## src/rtl/vga_timing_gen.sv

```systemverilog
// Raster timing generator: pixel/line counters, active-video qualifier, syncs and
// line/frame pulses, all registered and cycle-aligned with DrawX/DrawY.
module vga_timing_gen #(
    parameter int H_ACTIVE = 640,
    parameter int H_FP     = 16,
    parameter int H_SYNC   = 96,
    parameter int H_BP     = 48,
    parameter int V_ACTIVE = 480,
    parameter int V_FP     = 10,
    parameter int V_SYNC   = 2,
    parameter int V_BP     = 33,
    parameter bit SYNC_POL = 1'b0
) (
    input  logic       vga_clk,
    input  logic       reset,
    input  logic       pix_en,
    output logic [9:0] DrawX,
    output logic [9:0] DrawY,
    output logic       blank,
    output logic       hs,
    output logic       vs,
    output logic       line_start,
    output logic       frame_start,
    output logic [7:0] frame_count
);

    localparam int H_TOTAL = H_ACTIVE + H_FP + H_SYNC + H_BP;
    localparam int V_TOTAL = V_ACTIVE + V_FP + V_SYNC + V_BP;

    localparam logic [9:0] H_LAST     = 10'(H_TOTAL - 1);
    localparam logic [9:0] V_LAST     = 10'(V_TOTAL - 1);
    localparam logic [9:0] H_VISIBLE  = 10'(H_ACTIVE);
    localparam logic [9:0] V_VISIBLE  = 10'(V_ACTIVE);
    localparam logic [9:0] HS_FIRST   = 10'(H_ACTIVE + H_FP);
    localparam logic [9:0] HS_LAST    = 10'(H_ACTIVE + H_FP + H_SYNC - 1);
    localparam logic [9:0] VS_FIRST   = 10'(V_ACTIVE + V_FP);
    localparam logic [9:0] VS_LAST    = 10'(V_ACTIVE + V_FP + V_SYNC - 1);

    logic [9:0] next_x;
    logic [9:0] next_y;
    logic       next_blank;
    logic       next_hs;
    logic       next_vs;
    logic       wrap_x;
    logic       wrap_frame;

    // With pix_en low the next state equals the current one, so every decode
    // derived from next_x/next_y naturally holds as well.
    always_comb begin
        next_x     = DrawX;
        next_y     = DrawY;
        wrap_x     = 1'b0;
        wrap_frame = 1'b0;
        if (pix_en) begin
            if (DrawX == H_LAST) begin
                next_x = 10'd0;
                wrap_x = 1'b1;
                if (DrawY == V_LAST) begin
                    next_y     = 10'd0;
                    wrap_frame = 1'b1;
                end else begin
                    next_y = DrawY + 10'd1;
                end
            end else begin
                next_x = DrawX + 10'd1;
            end
        end
    end

    always_comb begin
        next_blank = (next_x < H_VISIBLE) && (next_y < V_VISIBLE);
        next_hs    = ((next_x >= HS_FIRST) && (next_x <= HS_LAST)) ? SYNC_POL : ~SYNC_POL;
        next_vs    = ((next_y >= VS_FIRST) && (next_y <= VS_LAST)) ? SYNC_POL : ~SYNC_POL;
    end

    // Reset parks the raster on the last pixel so the first advance lands on (0,0)
    // and produces the opening line/frame pulses.
    always_ff @(posedge vga_clk or posedge reset) begin
        if (reset) begin
            DrawX       <= H_LAST;
            DrawY       <= V_LAST;
            blank       <= 1'b0;
            hs          <= ~SYNC_POL;
            vs          <= ~SYNC_POL;
            line_start  <= 1'b0;
            frame_start <= 1'b0;
            frame_count <= 8'd0;
        end else begin
            DrawX       <= next_x;
            DrawY       <= next_y;
            blank       <= next_blank;
            hs          <= next_hs;
            vs          <= next_vs;
            line_start  <= wrap_x;
            frame_start <= wrap_frame;
            if (wrap_frame) begin
                frame_count <= frame_count + 8'd1;
            end
        end
    end

endmodule

```

## config.mk

```make
export PLATFORM = sky130hd
export DESIGN_NAME = vga_timing_gen
export DESIGN_NICKNAME = d
export VERILOG_FILES = /design/src/rtl/vga_timing_gen.sv
export SDC_FILE = /design/constraint.sdc
export NUM_CORES = 1
export LEC_CHECK = 0
export ABC_AREA = 1
export BUFFER_PORTS_ARGS = -buffer_cell sky130_fd_sc_hd__clkbuf_2
export CAP_MARGIN = 20
export CORE_MARGIN = 1
export CORE_UTILIZATION = 50
export DETAILED_ROUTE_END_ITERATION = 8
export GPL_TIMING_DRIVEN = 0
export PLACE_DENSITY = 0.78
export SLEW_MARGIN = 10
export SYNTH_ARGS = -nofsm -noshare
export SYNTH_HDL_FRONTEND = slang
export SYNTH_SLANG_ARGS = --single-unit
```

## constraint.sdc

```tcl
create_clock -name vga_clk -period 1.83 [get_ports vga_clk]
set_input_delay 0.2745 -clock vga_clk [delete_from_list [all_inputs] [get_ports vga_clk]]
set_output_delay 0.2745 -clock vga_clk [all_outputs]
set_load 0.01 [all_outputs]
```

==> results.yml <==
global_routing:
  grt_max_degree: 23
  antenna_found_initial: 0
  grt_pass1_wl_mm: 7.562
  grt_pass1_vias: 1638
  groute.usage.overall: 0.2368
  gr-total-overflow: 0
clock_network:
  cts_hold_buf: 0
  htree_levels: 2
  clock_path_buffers: 2
  clock-root-buffer: "clkbuf_8"
  cts_tree: "yes"
  clk_pin_slew_ns: 0.07
  clock_latency_ns: 0.29
  clkSinkCount: 33
  cts_made_buffers: 5
logic_synthesis:
  synth-simple-area-share: 0.3812
  synth_flop_cell: "dfrtp_1"
  syn_avg_cell_area_um2: 7.555
  syn_area_um2: 1979
  synth_compound_area_frac: 0.03477
  synth_seq_cells: 33
  synthXorXnorAreaFrac: 0.03982
  synth_mux_area_frac: 0
  synth-edff-count: 0
  synth_cell_types: 30
  async_reset_ff_frac: 1.000
  syn_nets: 269
  yosysWarningCount: 0
  synth_top_family_by_area: "simple AND/OR/NAND/NOR gates"
  yosysSeqAreaShare: 0.4248
  synthAdderAreaFrac: 0.02528
  postSynthCellCount: 262
power_and_ir_drop:
  power.total_uw: 2692
  p_leak_uw: 0.001403
  p_per_area_nw_per_um2: 1050
  irDropWorstVdd_mv: 0.6440
setup_path:
  worst-path-max-fanout: 8
  arrival_ns: 2.08
  endpoint_kind: "flop"
  ff2ff_setup_slack_ns: -0.04
  worstPathRequired_ns: 2.04
  path_class: "flop to flop"
  start_kind: "flop"
place:
  dp_cells: 345
  hpwl_mm: 3.334
  gp_congestion: 0.9108
  port_buffers: 34
floorplanning:
  die_width_um: 64.92
  initial_core_util: 0.5327
  die_area_um2: 4215
  rows: 22
  die_y_um: 64.92
  coreArea_um2: 3716
  ios: 36
run_status:
  status: "finished, violations left"
  failed_checks: "negative hold slack, negative setup slack"
flow_run:
  cap_violations: 0
timing:
  setup_ws_ns: -0.03576
  fin_crit_ns: 1.866
  slew_headroom: 0.6342
  tightest_slew_ns: 0.5481
  rsz0062_at_grt: "true"
  fin_crit_sh: 1.020
  fmax_mhz: 536.0
  hold_ws_ns: -0.0007518
  fin_skew_ns: 0.007608
  report.final.slew_viol_count: 0
  finalSetupViolations: 3
  finalHoldViolCount: 1
layout:
  fillerInstances: 305
  multi_input_area_um2: 1086
  final_cell_count_no_fill: 366
  mostFrequentLayoutCell: "nand2_1"
  diodes: 0
  finalNetCount: 324
  final_cell_mix: "66 x nand2_1, 37 x inv_1, 34 x clkbuf_2"
  seq_area_um2: 842.1
  drive_above_1_share: 0.3396
  area_growth_pct: 29.52
drt:
  drt.antenna.violating_nets: 0
  first_pass_iters: 4
  via_per_inst: 5.123
  drt-initial-drc-count: 147
  wl_mm: 4.772
  vias: 1875
  drc_errors: 0
  wire_per_inst_um: 13.04
min_path:
  holdCritPathClass: "input port to asynchronous set/reset pin"
## state kept, by name (all words and copies together) (netlist names)
name,count
DrawX,10
DrawY,10
frame_count,8
blank,1
frame_start,1
hs,1
line_start,1
vs,1
## power by group
group / internal, uW / total (uW) / switching, uW
registers: 897 / 1100 / 204
logic: 396 / 1050 / 657
clock network: 263 / 537 / 274
## final timing paths
path                       depth (start not counted)      startpoint              to
hold reg to reg                                    1  frame_count[7]  frame_count[7]
setup / recovery                                  10        DrawX[1]  frame_count[6]
hold / removal                                     2           reset        DrawY[6]
min in group vga_clk                               2          pix_en        DrawX[7]
setup reg to reg                                  10        DrawX[1]  frame_count[6]
max in group asynchronous                          3           reset              vs
## worst max-delay path, stage by stage, from the launching register on
cell	delay, ns
dfstp_2	0.57
ha_4	0.17
nand2_4	0.06
nor2_4	0.17
nand3_4	0.15
inv_8	0.13
nand2_8	0.09
inv_4	0.08
nand4_4	0.10
nor2_2	0.12
xor2_1	0.15
## stage by stage
stage	instance area (um^2)	TNS, ns	utilization	worst slack (ns)
2_1_floorplan	1979	0	-	0.05637
3_3_place_gp	2210	-1.166	0.5946	-0.2208
3_5_place_dp	2237	-1.528	0.6020	-0.2395
4_1_cts	2370	0	0.6377	0.002394
5_1_grt	2564	-0.4709	0.6899	-0.1325
6_report	2564	-0.08086	0.6899	-0.03576
## cells in the mapped netlist, drive strengths merged (2+ instances only)
cell type	n	area share
xor2	3	0.013
dfstp	12	0.16
xnor2	6	0.027
dfrtp	21	0.27
or2	2	0.0063
ha	4	0.025
clkinv	2	0.0070
nand2	70	0.14
nor2	38	0.090
inv	43	0.082
a21oi	2	0.0051
nor3	5	0.015
nand4	14	0.052
o21ai	9	0.023
nand3	27	0.077
## layout make-up
class / instances / area share
Tap cell: 48 / 0.02343
Sequential cell: 33 / 0.3285
Timing Repair Buffer: 48 / 0.1181
Buffer: 2 / 0.004392
Clock buffer: 6 / 0.02831
Inverter: 45 / 0.06979
Clock inverter: 2 / 0.003904
Multi-Input combinational cell: 182 / 0.4236
## cell families after synthesis
logic type                 Yosys count
xor gates and xnor gates             9
buffers and inverters               47
and+or+nand+nor                    156
adders and majority gates            4
DFF                                 33
AOI/OAI and AO/OA                   13
## timing repair
action                     CTS  global route
setup endpoints to repair   14             9
resized for setup            4            36
pin swaps                    1            13
setup buffers                4             9
## metal layers
metal / vias up / global-route usage / part of all wire
met5: - / 0 / 0
met4: 0 / 0.07500 / 0.019
met3: 8 / 0.04401 / 0.046
met2: 55 / 0.3854 / 0.51
met1: 876 / 0.3158 / 0.42
li1: 936 / - / -
Power figures use the tool's default switching activity.
